### config.mk
export PLATFORM = sky130hd
export DESIGN_NAME = band_level_meter
export DESIGN_NICKNAME = d
export VERILOG_FILES = /design/src/rtl/light_music_pkg.sv /design/src/rtl/level_pwm.sv /design/src/rtl/band_level_meter.sv
export SDC_FILE = /design/constraint.sdc
export NUM_CORES = 1
export LEC_CHECK = 0
export BUFFER_PORTS_ARGS = -buffer_cell sky130_fd_sc_hd__buf_2
export CELL_PAD_IN_SITES_DETAIL_PLACEMENT = 0
export CELL_PAD_IN_SITES_GLOBAL_PLACEMENT = 2
export CORE_UTILIZATION = 30
export CTS_CLUSTER_SIZE = 10
export DETAILED_ROUTE_END_ITERATION = 6
export PLACE_DENSITY_LB_ADDON = 0.1
export SLEW_MARGIN = 40
export SYNTH_ARGS = -nofsm -noshare
export SYNTH_HDL_FRONTEND = slang
export SYNTH_HIERARCHICAL = 1
export SYNTH_SLANG_ARGS = --single-unit
### constraint.sdc
create_clock -name clk -period 5.1 [get_ports clk]
set_input_delay 0.255 -clock clk [delete_from_list [all_inputs] [get_ports clk]]
set_output_delay 0.255 -clock clk [all_outputs]
set_load 0.005 [all_outputs]
### src/rtl/light_music_pkg.sv
// light_music_pkg: shared widths and types for the light-music signal chain
//   FIR_OUT_W : width of the band-filtered sample coming out of fir_filter
//   MAG_W     : width of the saturated sample magnitude and of the peak envelope
//   LEVEL_W   : width of a brightness level / PWM duty value
package light_music_pkg;
   localparam int FIR_OUT_W = 48;
   localparam int MAG_W     = 16;
   localparam int LEVEL_W   = 8;
   typedef logic [MAG_W-1:0]   mag_t;
   typedef logic [LEVEL_W-1:0] level_t;
endpackage

### src/rtl/level_pwm.sv
// level_pwm: glitch-free PWM driver for one lamp/LED channel
//   clk     in  system clock
//   nreset  in  asynchronous active-low reset
//   duty    in  requested duty, sampled only at the end of each period
//   pwm_out out registered PWM, high for duty out of 2^W cycles
module level_pwm
   import light_music_pkg::*;
#(
   parameter int W = LEVEL_W
) (
   input  logic         clk,
   input  logic         nreset,
   input  logic [W-1:0] duty,
   output logic         pwm_out
);
   logic [W-1:0] pwm_cnt;
   logic [W-1:0] pwm_duty;
   // duty is latched only in the wrap cycle so a period is never cut short or stretched
   always_ff @(posedge clk or negedge nreset)
      if (!nreset) begin
         pwm_cnt  <= '0;
         pwm_duty <= '0;
         pwm_out  <= 1'b0;
      end else begin
         pwm_cnt  <= pwm_cnt + W'(1);
         if (&pwm_cnt) pwm_duty <= duty;
         pwm_out  <= pwm_cnt < pwm_duty;
      end
endmodule

### src/rtl/band_level_meter.sv
// band_level_meter: converts band-filtered samples into a peak-envelope brightness level and PWM
//   clk         in  system clock (shared with fir_filter)
//   nreset      in  asynchronous active-low reset
//   in_val      in  signed filtered sample
//   in_ready    in  one-cycle strobe qualifying in_val
//   level       out envelope brightness, peak[15:8]
//   level_valid out one-cycle pulse when level updates (two cycles after in_ready)
//   overload    out high while within OVL_HOLD samples of a saturated magnitude
//   pwm_out     out PWM of level, period 2^PWM_W cycles
module band_level_meter
   import light_music_pkg::*;
#(
   parameter int IN_W     = FIR_OUT_W,
   parameter int SHIFT    = 24,
   parameter int DECAY_SH = 6,
   parameter int OVL_HOLD = 4096,
   parameter int PWM_W    = LEVEL_W
) (
   input  logic             clk,
   input  logic             nreset,
   input  logic [IN_W-1:0]  in_val,
   input  logic             in_ready,
   output logic [PWM_W-1:0] level,
   output logic             level_valid,
   output logic             overload,
   output logic             pwm_out
);
   localparam int SH_W  = IN_W - SHIFT;
   localparam int OVL_W = $clog2(OVL_HOLD + 1);
   logic [IN_W-1:0]  abs_v;
   logic [SH_W-1:0]  sh;
   logic [SHIFT-1:0] unused_lo;
   logic             sh_sat;
   logic             s1_valid;
   logic             sat;
   mag_t             mag;
   mag_t             peak;
   mag_t             d;
   mag_t             next_peak;
   logic [OVL_W-1:0] ovl_cnt;
   // taken as unsigned, the two's-complement negate of the most negative value is exactly 2^(IN_W-1)
   assign abs_v = in_val[IN_W-1] ? -in_val : in_val;
   assign {sh, unused_lo} = abs_v;
   assign sh_sat = |(sh >> MAG_W);
   assign d = peak >> DECAY_SH;
   // once the proportional decay rounds to zero, step down by one so the envelope always reaches 0
   always_comb
      next_peak = (mag >= peak) ? mag :
                  (d != '0)     ? peak - d :
                  (peak != '0)  ? peak - MAG_W'(1) : peak;
   always_ff @(posedge clk or negedge nreset)
      if (!nreset) begin
         s1_valid    <= 1'b0;
         mag         <= '0;
         sat         <= 1'b0;
         peak        <= '0;
         level       <= '0;
         level_valid <= 1'b0;
         ovl_cnt     <= '0;
      end else begin
         s1_valid    <= in_ready;
         level_valid <= s1_valid;
         if (in_ready) begin
            mag <= sh_sat ? '1 : sh[MAG_W-1:0];
            sat <= sh_sat;
         end
         // overload hold counts samples, so it only moves when a sample reaches stage 2
         if (s1_valid) begin
            peak    <= next_peak;
            level   <= next_peak[MAG_W-1 -: PWM_W];
            ovl_cnt <= sat              ? OVL_W'(OVL_HOLD) :
                       (ovl_cnt != '0)  ? ovl_cnt - OVL_W'(1) : ovl_cnt;
         end
      end
   assign overload = ovl_cnt != '0;
   level_pwm #(.W(PWM_W)) u_pwm (
      .clk    (clk),
      .nreset (nreset),
      .duty   (level),
      .pwm_out(pwm_out)
   );
endmodule

== Word-level counts from Yosys, hierarchy flattened ==
Index checks and enable logic that the tools add are counted.

* Flip-flop bits (word level): 65
* Input port bits: 51
* Output and inout port bits: 11

* Add/subtract/negate cells: 5
* Magnitude comparators: 2
* Muxes and demuxes: 7
* Reduce and logical (&&, ||, !) cells: 9

{| class="wikitable"
|+ Operators by type and width
! kind !! count
|-
| two-way mux 16 bit || 4
|-
| two-way mux 48 bit || 1
|-
| negation 48 bit || 1
|-
| nonzero test 16 bit || 2
|-
| two-way mux 13 bit || 2
|-
| greater-or-equal comparator 16 bit || 1
|-
| subtractor 16 x 1 -> 16 bit, second input constant || 1
|-
| subtractor 16 x 10 -> 16 bit || 1
|-
| nonzero test 13 bit || 1
|-
| subtractor 13 x 1 -> 13 bit, second input constant || 1
|-
| adder 8 x 1 -> 8 bit, second input constant || 1
|-
| less-than comparator 8 bit || 1
|-
| AND reduction 8 bit || 1
|-
| OR reduction 8 bit || 1
|-
| AND reduction 2 bit || 2
|-
| nonzero test 3 bit || 1
|-
| nonzero test 2 bit || 1
|}

== Logic depth before layout (Yosys ltp) ==
Gate-level depths: netlist of the first run.

* Depth after elaboration: 4
* Depth in mapped cells: 13

== Hierarchy ==
Netlist of the first run, hierarchy kept.

{| class="wikitable"
|+ By module, submodules not included
! module !! times used !! cells each !! area an instance (µm²) !! seq. area each (µm²)
|-
| band_level_meter || 1 || 434 || 3623.5 || 1201.2
|-
| level_pwm || 1 || 70 || 818.3 || 425.4
|}

== Worst setup path after synthesis of the first run ==
Ideal clock, no wire load.

* Path type: flip-flop to flip-flop
* Start: reg level[4] (netlist name)
* End: reg level[4]
* Arrival: 3.314 ns
* Required time: 5.034 ns
* Setup slack: 1.720 ns
* Stages on the path, launching flop included: 13
* Period minus slack after synthesis: 3.380 ns
* Path through: dfrtp_1 -> or4_1 -> nor4_1 -> or2_2 -> ha_1 -> inv_1 -> fa_1 -> a211oi_1 -> o21ai_0 -> a31oi_1 -> o21ai_0 -> o41ai_1 -> a22o_1

{| class="wikitable"
|+ RTL lines
! item !! RTL line !! text
|-
| end signal: assignment || band_level_meter.sv:70 || <nowiki>level <= next_peak[MAG_W-1 -: PWM_W];</nowiki>
|-
| end: declaration || band_level_meter.sv:23 || <nowiki>output logic [PWM_W-1:0] level,</nowiki>
|}

==> flow_summary.ini, run 1 <==
[finish]
fillCellCount = 1551
area_growth_pct = 17.1
antenna-diode-count = 0
final_common_cell = dfrtp_1
fin_nets = 645
final_area_sq_um = 5200
drive_gt1_share_pct = 17.9
final_cell_mix = 65 x dfrtp_1, 62 x nor2_1, 61 x buf_2

[worst_setup_path]
cp_slowest_stage_delay_ps = 620
criticalPathCategory = reg -> reg
r2r_start = level[4]
reg2reg_to = level[4]
worst_r2r_path_depth = 13
cp.arrival_ps = 4240
path_cells = or4_1 -> nor4_1 -> or2_2 -> ha_1 -> inv_1 -> fa_1 -> a211oi_1 -> o21ai_0 -> a31oi_1 -> o21ai_0 -> nor2_1 -> o21ai_0 -> a22o_1
critPathMaxFanout = 8
reg2reg_setup_slack_ps = 1080
critical_path_required_ps = 5320
worstSetupStartpointType = flop
end_kind = flop
slowest_stage = or4_1
path_common_cell = o21ai_0

[drt]
viasPerCell = 5.01
vias = 3741
highest_layer = met4
drt-pass1-iter-count = 5
drcViolationCount = 0
antenna_left = 0
route.met2.wl_microns = 5420
met1_length_microns = 5910
drt-total-wl_microns = 11800
met3_wirelength_microns = 316
wl_per_cell_microns = 15.8
drt_iter0_drc = 159

[logic_synthesis]
synth_nets = 591
ys_seq_area_share_pct = 36.6
syn-cell-area_sq_um = 4440
netlist_instances = 504
synth_area_per_cell_sq_um = 8.81
ys_types = 54
synth_top_area_cell = dfrtp_1
ys_async_sr_fraction_pct = 100
synth_edf_count = 0
yosys_register_bits = 65
yosys-top-cells-area = dfrtp_1 37%, ha_1 9.9%, nor2_1 5.2%
synth_warnings = 6
synth_top_area_share_pct = 36.6
synthFlopType = dfrtp_1

[sta]
fmax_ghz = 0.249
finalHoldViolCount = 0
tns_ps = 0
worst_slew_margin_rel_pct = 57.0
fin_hold_ws_ps = 25.1
setup_viol = 0
finalCritPeriodShare_pct = 78.9
skew_ps = 9.45
drv_slew = 0
rsz0062_at_grt = false
worst_pin_slew_ps = 638
fin_crit_ps = 4020

[place]
place_area_sq_um = 4900
gp_congestion = 0.762
hpwl_microns = 8910
port_buffers = 61

[clock_tree]
numClockSinks = 65
clockBufferDepth = 2
tritoncts = done
cts_resized = 0
cts_hold_buf = 0
post_cts_buffers = 0
numCtsBuffers = 9
htree_levels = 3
clk_pin_slew_ps = 50
cts_root_buffer = clkbuf_16
clock_latency_ps = 340

[grt]
grt_first_pass_wirelength_microns = 19200
grt_start_max_net_pins = 66
grt_usage_pct = 16.7
antenna_found_initial = 0
grt_pass1_vias = 3664
gr-total-overflow = 0

[run_status]
status = completed

[die]
die_w_microns = 124
start_util_pct = 30.7
row_count = 44
dieArea_sq_um = 15300
coreArea_sq_um = 14500
die_h_microns = 124
top_level_ports = 62

[run]
maxCapViolations = 0

[power]
powerDensity_nw_per_um2 = 525
p_leak_uw = 0.00237
p_total_uw = 2730
ir_worst_vdd_mv = 0.200

[worst_hold_path]
min_path_type = in -> async
registers in the layout (all words and copies together), names as in the netlist:
signal / cells
sat: 1
u_pwm/pwm_out: 1
u_pwm/pwm_duty: 8
peak: 8
ovl_cnt: 13
u_pwm/pwm_cnt: 8
level: 8
mag: 16
level_valid: 1
s1_valid: 1
cell usage after synthesis (3+ instances only):
cell type  instances
xor2_1            22
a21oi_1           37
mux2i_1            3
o31ai_1            7
xnor2_1           16
inv_1             43
clkbuf_1          12
nor3_1            11
dfrtp_1           65
o21ai_0           37
o311ai_0           3
nand2_1           29
nor2b_1            5
a21o_1             7
or3_1              3
a31oi_1            5
a211oi_1           4
and3_1             3
nand4_1            3
or4_1              9
a22o_1             4
o211ai_1           5
buf_4              8
nor4_1            11
nand3_1           11
mux2_2             8
or2_2              3
o41ai_1            4
ha_1              35
nor2_1            62
through the flow:
stage                     worst slack (ps)  utilization [%]  instances
after global placement                1180             33.8        731
final                                 1080             35.9        747
after CTS                             1090             35.9        747
after global routing                   598             35.9        747
after detailed placement              1150             33.9        731
after floorplan                       1720                -        504
layer usage:
metal	vias to the layer above	global-route usage [%]
li1	1885	-
met1	1797	22.9
met2	46	26.1
met3	13	3.25
met4	0	5.65
met5	-	0
where the power goes:
part           internal [uW]  switching, uW
registers                626            151
clock network            390            236
logic                    568            757
worst max-delay path: cells and delay by family (launching register included):
kind | cells | cell delay (ps)
AOI/OAI and AO/OA | 6 | 1430
buffers and inverters | 1 | 50
and+or+nand+nor | 4 | 1410
DFF | 1 | 460
adders and majority gates | 2 | 570
final cells by class:
class                   instances  area (sq um)  area share, %
clock buffers                  11           243           4.67
flip-flops and latches         65          1630           31.3
well taps                     184           230           4.43
inverters                      43           161           3.10
multi-input cells             374          2540           48.9
repair buffers                 65           339           6.52
clock inverters                 5          55.1           1.06
how the worst max path moves through the flow:
stage	from	to	cells past startpoint	slack, ps
after floorplan	level[4]	level[4]	12	1720
after global routing	level[4]	level[4]	13	600
final	level[4]	level[4]	13	1080
after CTS	level[4]	level[4]	13	1090
after detailed placement	level[4]	level[4]	12	1150
after global placement	level[3]	level[4]	12	1180
cell families (layout without fill, tap and decap cells):
kind of cell             count (synthesis)  in the layout  share of synthesized area, %
AO/OA/AOI/OAI                          128            128                          18.4
XOR/XNOR                                38             38                          7.49
adder cells (fa/ha/maj)                 36             36                          10.3
buffers and inverters                   65            124                          6.34
flip-flops                              65             65                          36.6
multiplexers                            11             11                          2.70
AND/OR/NAND/NOR                        161            161                          18.1
(Power assumes the default switching activity.)
==> inputs of run 2 (changes only) <==
==> constraint.sdc (replaced) <==
create_clock -name clk -period 3.7 [get_ports clk]
set_input_delay 0.185 -clock clk [delete_from_list [all_inputs] [get_ports clk]]
set_output_delay 0.185 -clock clk [all_outputs]
set_load 0.005 [all_outputs]
==> flow_summary.ini, run 2 (same netlist as run 1, synthesis figures left out) <==
[run_status]
status = completed

[worst_setup_path]
worst_r2r_path_depth = 13
reg2reg_setup_slack_ps = 240
path_cells = or4_1 -> nor4_4 -> buf_4 -> or2_2 -> ha_1 -> inv_1 -> fa_1 -> a211oi_2 -> o21ai_1 -> a31oi_2 -> o21ai_2 -> o41ai_2 -> a22o_1
critPathMaxFanout = 5
cp.depth = 13
reg2reg_to = level[4]
end_kind = flop
critPathTopFamily = compound AO/OA/AOI/OAI gates
crit_end = level[4]
r2r_start = level[5]
cp.arrival_ps = 3720
critPathBufInv = 2
cp_slowest_stage_delay_ps = 600
setup.worst_path.start = level[5]
critical_path_required_ps = 3970
slowest_stage = or4_1
criticalPathCategory = reg -> reg
worstSetupStartpointType = flop

[die]
start_util_pct = 30.7
row_count = 44
die_w_microns = 124
die_h_microns = 124
dieArea_sq_um = 15300
coreArea_sq_um = 14500
top_level_ports = 62

[grt]
grt_start_max_net_pins = 43
grt_usage_pct = 16.0
grt_pass1_vias = 3659
antenna_found_initial = 0
gr-total-overflow = 0
grt_first_pass_wirelength_microns = 18700

[sta]
fin_crit_ps = 3460
fmax_ghz = 0.289
finalHoldViolCount = 0
skew_ps = 8.78
setup_viol = 0
worst_pin_slew_ps = 725
fin_hold_ws_ps = 167
rsz0062_at_grt = false
drv_slew = 0
worst_slew_margin_rel_pct = 51.7
fin_ws_ps = 245
tns_ps = 0
finalCritPeriodShare_pct = 93.4

[clock_tree]
htree_levels = 3
clock_latency_ps = 340
numCtsBuffers = 9
tritoncts = done
clockBufferDepth = 2
numClockSinks = 65
post_cts_buffers = 0
cts_root_buffer = clkbuf_16
clk_pin_slew_ps = 60

[worst_hold_path]
min_path_type = in -> reg
hold_depth = 1
min-delay-start = in_ready

[power]
powerDensity_nw_per_um2 = 743
p_leak_uw = 0.00247
ir_worst_vdd_mv = 0.303

[finish]
top_register = mag
final_util_pct = 37.2
drive_gt1_share_pct = 20.9
largest_registers = mag (16), ovl_cnt (13)
largest_register_ffs = 16
area_growth_pct = 21.2
final_cell_mix = 65 x dfrtp_1, 62 x nor2_1, 60 x buf_2
final_common_cell = dfrtp_1
fin_nets = 662
antenna-diode-count = 0

[place]
gp_congestion = 0.772
post-place-ws_ps = -102
port_buffers = 61
hpwl_microns = 8890

[drt]
drt-pass1-iter-count = 4
wl_per_cell_microns = 15.1
antenna_left = 0
drt_iter0_drc = 120
drcViolationCount = 0
drt-total-wl_microns = 11500
vias = 3798
viasPerCell = 4.97

[run]
maxCapViolations = 0
## run 2: worst register-to-register path: cells and delay by family (launching register included)
kind	cells	cell delay (ps)
AO/OA/AOI/OAI	6	1270
adder cells (fa/ha/maj)	2	580
buffers and inverters	2	220
flip-flops	1	370
AND/OR/NAND/NOR	3	980
## run 2: timing repair
action	in CTS	in global routing
resized for setup	2	6
hold endpoints to repair	41	0
pin swaps	0	3
hold buffers	1	0
setup endpoints to repair	2	3
## run 2: worst min path at each step
| stage | end | slack [ps] |
|---|---|---|
| 6_report | s1_valid | 170 |
| 5_1_grt | mag[8] | 190 |
| 4_1_cts | s1_valid | 160 |
| 3_5_place_dp | ovl_cnt[8] | 220 |
| 3_3_place_gp | ovl_cnt[8] | 390 |
| 2_1_floorplan | level[0] | -110 |
## run 2: report_power, final
part           internal (uW)  switching, uW  total (uW)
Clock                    593            334         928
Combinational            900           1170        2070
Sequential               863            136         998
Total                   2360           1640        4000
## run 2: per-stage QoR
stage | area [sq um] | cells | total power [uW]
after floorplan | 4440 | 504 | 2420
after global placement | 5010 | 747 | 3030
after detailed placement | 5010 | 747 | 3050
after CTS | 5360 | 764 | 4020
after global routing | 5380 | 764 | 4350
final | 5380 | 764 | 4000
## run 2: area by class of cell
cell class	instances	area (sq um)
clock buffer	10	229
clock inverter	6	91.3
fill	1497	9100
inverter	43	161
multi-input combinational	374	2570
sequential	65	1630
tap	184	230
timing repair buffer	82	468
## run 2: layer usage
layer	track usage [%]	routed length, microns
met1	20.5	5450
met2	26.8	5570
met3	3.53	375
met4	4.74	140
met5	0	0
==> inputs of run 3 (changes only) <==
--- a/config.mk
+++ b/config.mk
@@ -5,6 +5,7 @@
 export SDC_FILE = /design/constraint.sdc
 export NUM_CORES = 1
 export LEC_CHECK = 0
+export ABC_AREA = 1
 export BUFFER_PORTS_ARGS = -buffer_cell sky130_fd_sc_hd__buf_2
 export CELL_PAD_IN_SITES_DETAIL_PLACEMENT = 0
 export CELL_PAD_IN_SITES_GLOBAL_PLACEMENT = 2
==> flow_summary.ini, run 3 <==
[logic_synthesis]
ys_top_cells_by_count = 241 x nand2_1, 122 x inv_1, 99 x nor2_1
synthFlopType = dfrtp_1
netlist_instances = 847
synth_edf_count = 0
ys_async_sr_fraction_pct = 100
yosysMostFrequentCell = nand2_1
ys_types = 41
synth_nets = 934
synth_top_area_share_pct = 28.5
synth_warnings = 6
synth_area_per_cell_sq_um = 6.74
synth_top_area_cell = dfrtp_1
yosys-top-cells-area = dfrtp_1 28%, nand2_1 16%, inv_1 8.0%
yosys_register_bits = 65
ys_seq_area_share_pct = 28.5
syn-cell-area_sq_um = 5710

[sta]
rsz0062_at_grt = false
fin_crit_ps = 2940
skew_ps = 9.48
tns_ps = 0
finalCritPeriodShare_pct = 79.5
fin_hold_ws_ps = 137
finalHoldViolCount = 0
worst_pin_slew_ps = 611
fin_ws_ps = 758
drv_slew = 0
fmax_ghz = 0.340
worst_slew_margin_rel_pct = 59.2
setup_viol = 0

[power]
p_sw_uw = 1810
seqPwrFrac_pct = 27.1
combPwrFrac_pct = 52.3
ir_worst_vdd_mv = 0.226
internal_power_uw = 2060
swShare_pct = 46.9
p_leak_uw = 0.00316
powerDensity_nw_per_um2 = 600
p_clk_share_pct = 20.7

[clock_tree]
clk_pin_slew_ps = 60
cts_root_buffer = clkbuf_16
post_cts_buffers = 0
clock_latency_ps = 330
numClockSinks = 65
numCtsBuffers = 9
clockBufferDepth = 2
htree_levels = 3
tritoncts = done

[die]
dieArea_sq_um = 19600
start_util_pct = 30.5
die_h_microns = 140
die_w_microns = 140
top_level_ports = 62
coreArea_sq_um = 18700
row_count = 50

[grt]
antenna_found_initial = 0
grt_usage_pct = 17.5
grt_first_pass_wirelength_microns = 26800
grt_pass1_vias = 5162
gr-total-overflow = 0
grt_start_max_net_pins = 41

[run_status]
violations = DRC
status = finished with violations

[drt]
drcViolationCount = 1
wl_per_cell_microns = 14.3
vias = 5241
viasPerCell = 4.59
antenna_left = 0
drt-pass1-iter-count = 6
drt_iter0_drc = 267
drt-total-wl_microns = 16300

[worst_setup_path]
critical_path_required_ps = 3930
critPathMaxFanout = 11
worst_r2r_path_depth = 17
setup.worst_path.start = level[2]
end_kind = flop
worstSetupStartpointType = flop
crit_end = level[6]
reg2reg_setup_slack_ps = 760
cp.arrival_ps = 3170
r2r_start = level[2]
reg2reg_to = level[6]
criticalPathCategory = reg -> reg

[finish]
final_area_sq_um = 6450
antenna-diode-count = 0
area_growth_pct = 12.9
top_register = mag
final_util_pct = 34.5
largest_registers = mag (16), ovl_cnt (13)
final_cell_mix = 241 x nand2_1, 122 x inv_1, 99 x nor2_1
final_common_cell = nand2_1
fin_nets = 989
drive_gt1_share_pct = 17.0
largest_register_ffs = 16

[run]
maxCapViolations = 0

[place]
gp_congestion = 0.879
port_buffers = 61
hpwl_microns = 13100
place_area_sq_um = 6160
post-place-ws_ps = 782

[worst_hold_path]
min_path_type = in -> reg
run 3: cell families (layout without fill, tap and decap cells):
| group | count (synthesis) | after routing | share of synthesized area (%) |
|---|---|---|---|
| AO/OA/AOI/OAI | 89 | 89 | 8.79 |
| XOR/XNOR | 29 | 29 | 4.45 |
| flip-flops | 65 | 65 | 28.5 |
| buffers and inverters | 147 | 207 | 11.3 |
| AND/OR/NAND/NOR | 481 | 481 | 39.0 |
| adder cells (fa/ha/maj) | 36 | 36 | 8.02 |
run 3: cell type report:
| class | count | area (sq um) |
|---|---|---|
| fill | 2069 | 12300 |
| multi-input combinational | 635 | 3440 |
| sequential | 65 | 1630 |
| inverter | 126 | 473 |
| timing repair buffer | 65 | 340 |
| tap | 234 | 293 |
| clock buffer | 10 | 229 |
| clock inverter | 6 | 43.8 |
run 3: timing repair:
action                    4_1_cts  5_1_grt
resized for setup               0        0
hold buffers                    1        0
hold endpoints to repair       39        0
run 3: worst min path at each step:
stage | start | endpoint | slack, ps | cells after the start
floorplan | nreset | level[0] | -110 | 0
global placement | nreset | u_pwm/pwm_cnt[1] | 370 | 1
detailed placement | nreset | u_pwm/pwm_duty[0] | 210 | 1
CTS | in_ready | s1_valid | 130 | 1
global route | in_ready | s1_valid | 140 | 1
finish | in_ready | s1_valid | 140 | 1
run 3: worst max-delay path, stage by stage, from the launching register on:
cell	delay, ps
dfrtp_1	490
nor2_1	140
nand2_1	90
nor3_1	160
nand2_1	100
nand2_1	80
ha_1	160
inv_1	50
fa_1	400
nand3_1	110
nand3_1	130
a21oi_1	220
o21ai_0	180
nor2_1	150
xor2_1	160
o21ai_0	100
nand2_1	70
nand2_1	50
run 3: per-layer routing:
layer	GRT usage [%]	share of wire, %	vias to the layer above
met5	0	0	-
met2	28.9	46	85
li1	-	-	2784
met3	2.80	3.4	14
met4	6.54	1.4	0
met1	23.0	49	2358
run 3: power by group through the flow:
stage / Combinational (uW) / Clock, uW / Sequential, uW
floorplan: 1560 / 0 / 991
global placement: 2070 / 0 / 1050
detailed placement: 2030 / 0 / 1060
CTS: 2050 / 836 / 1050
global route: 2340 / 864 / 1080
finish: 2020 / 800 / 1050
run 3: per-stage QoR:
step                power (uW)  cells
CTS                       3930   1141
global route              4280   1141
finish                    3870   1141
floorplan                 2550    847
detailed placement        3090   1124
global placement          3110   1124
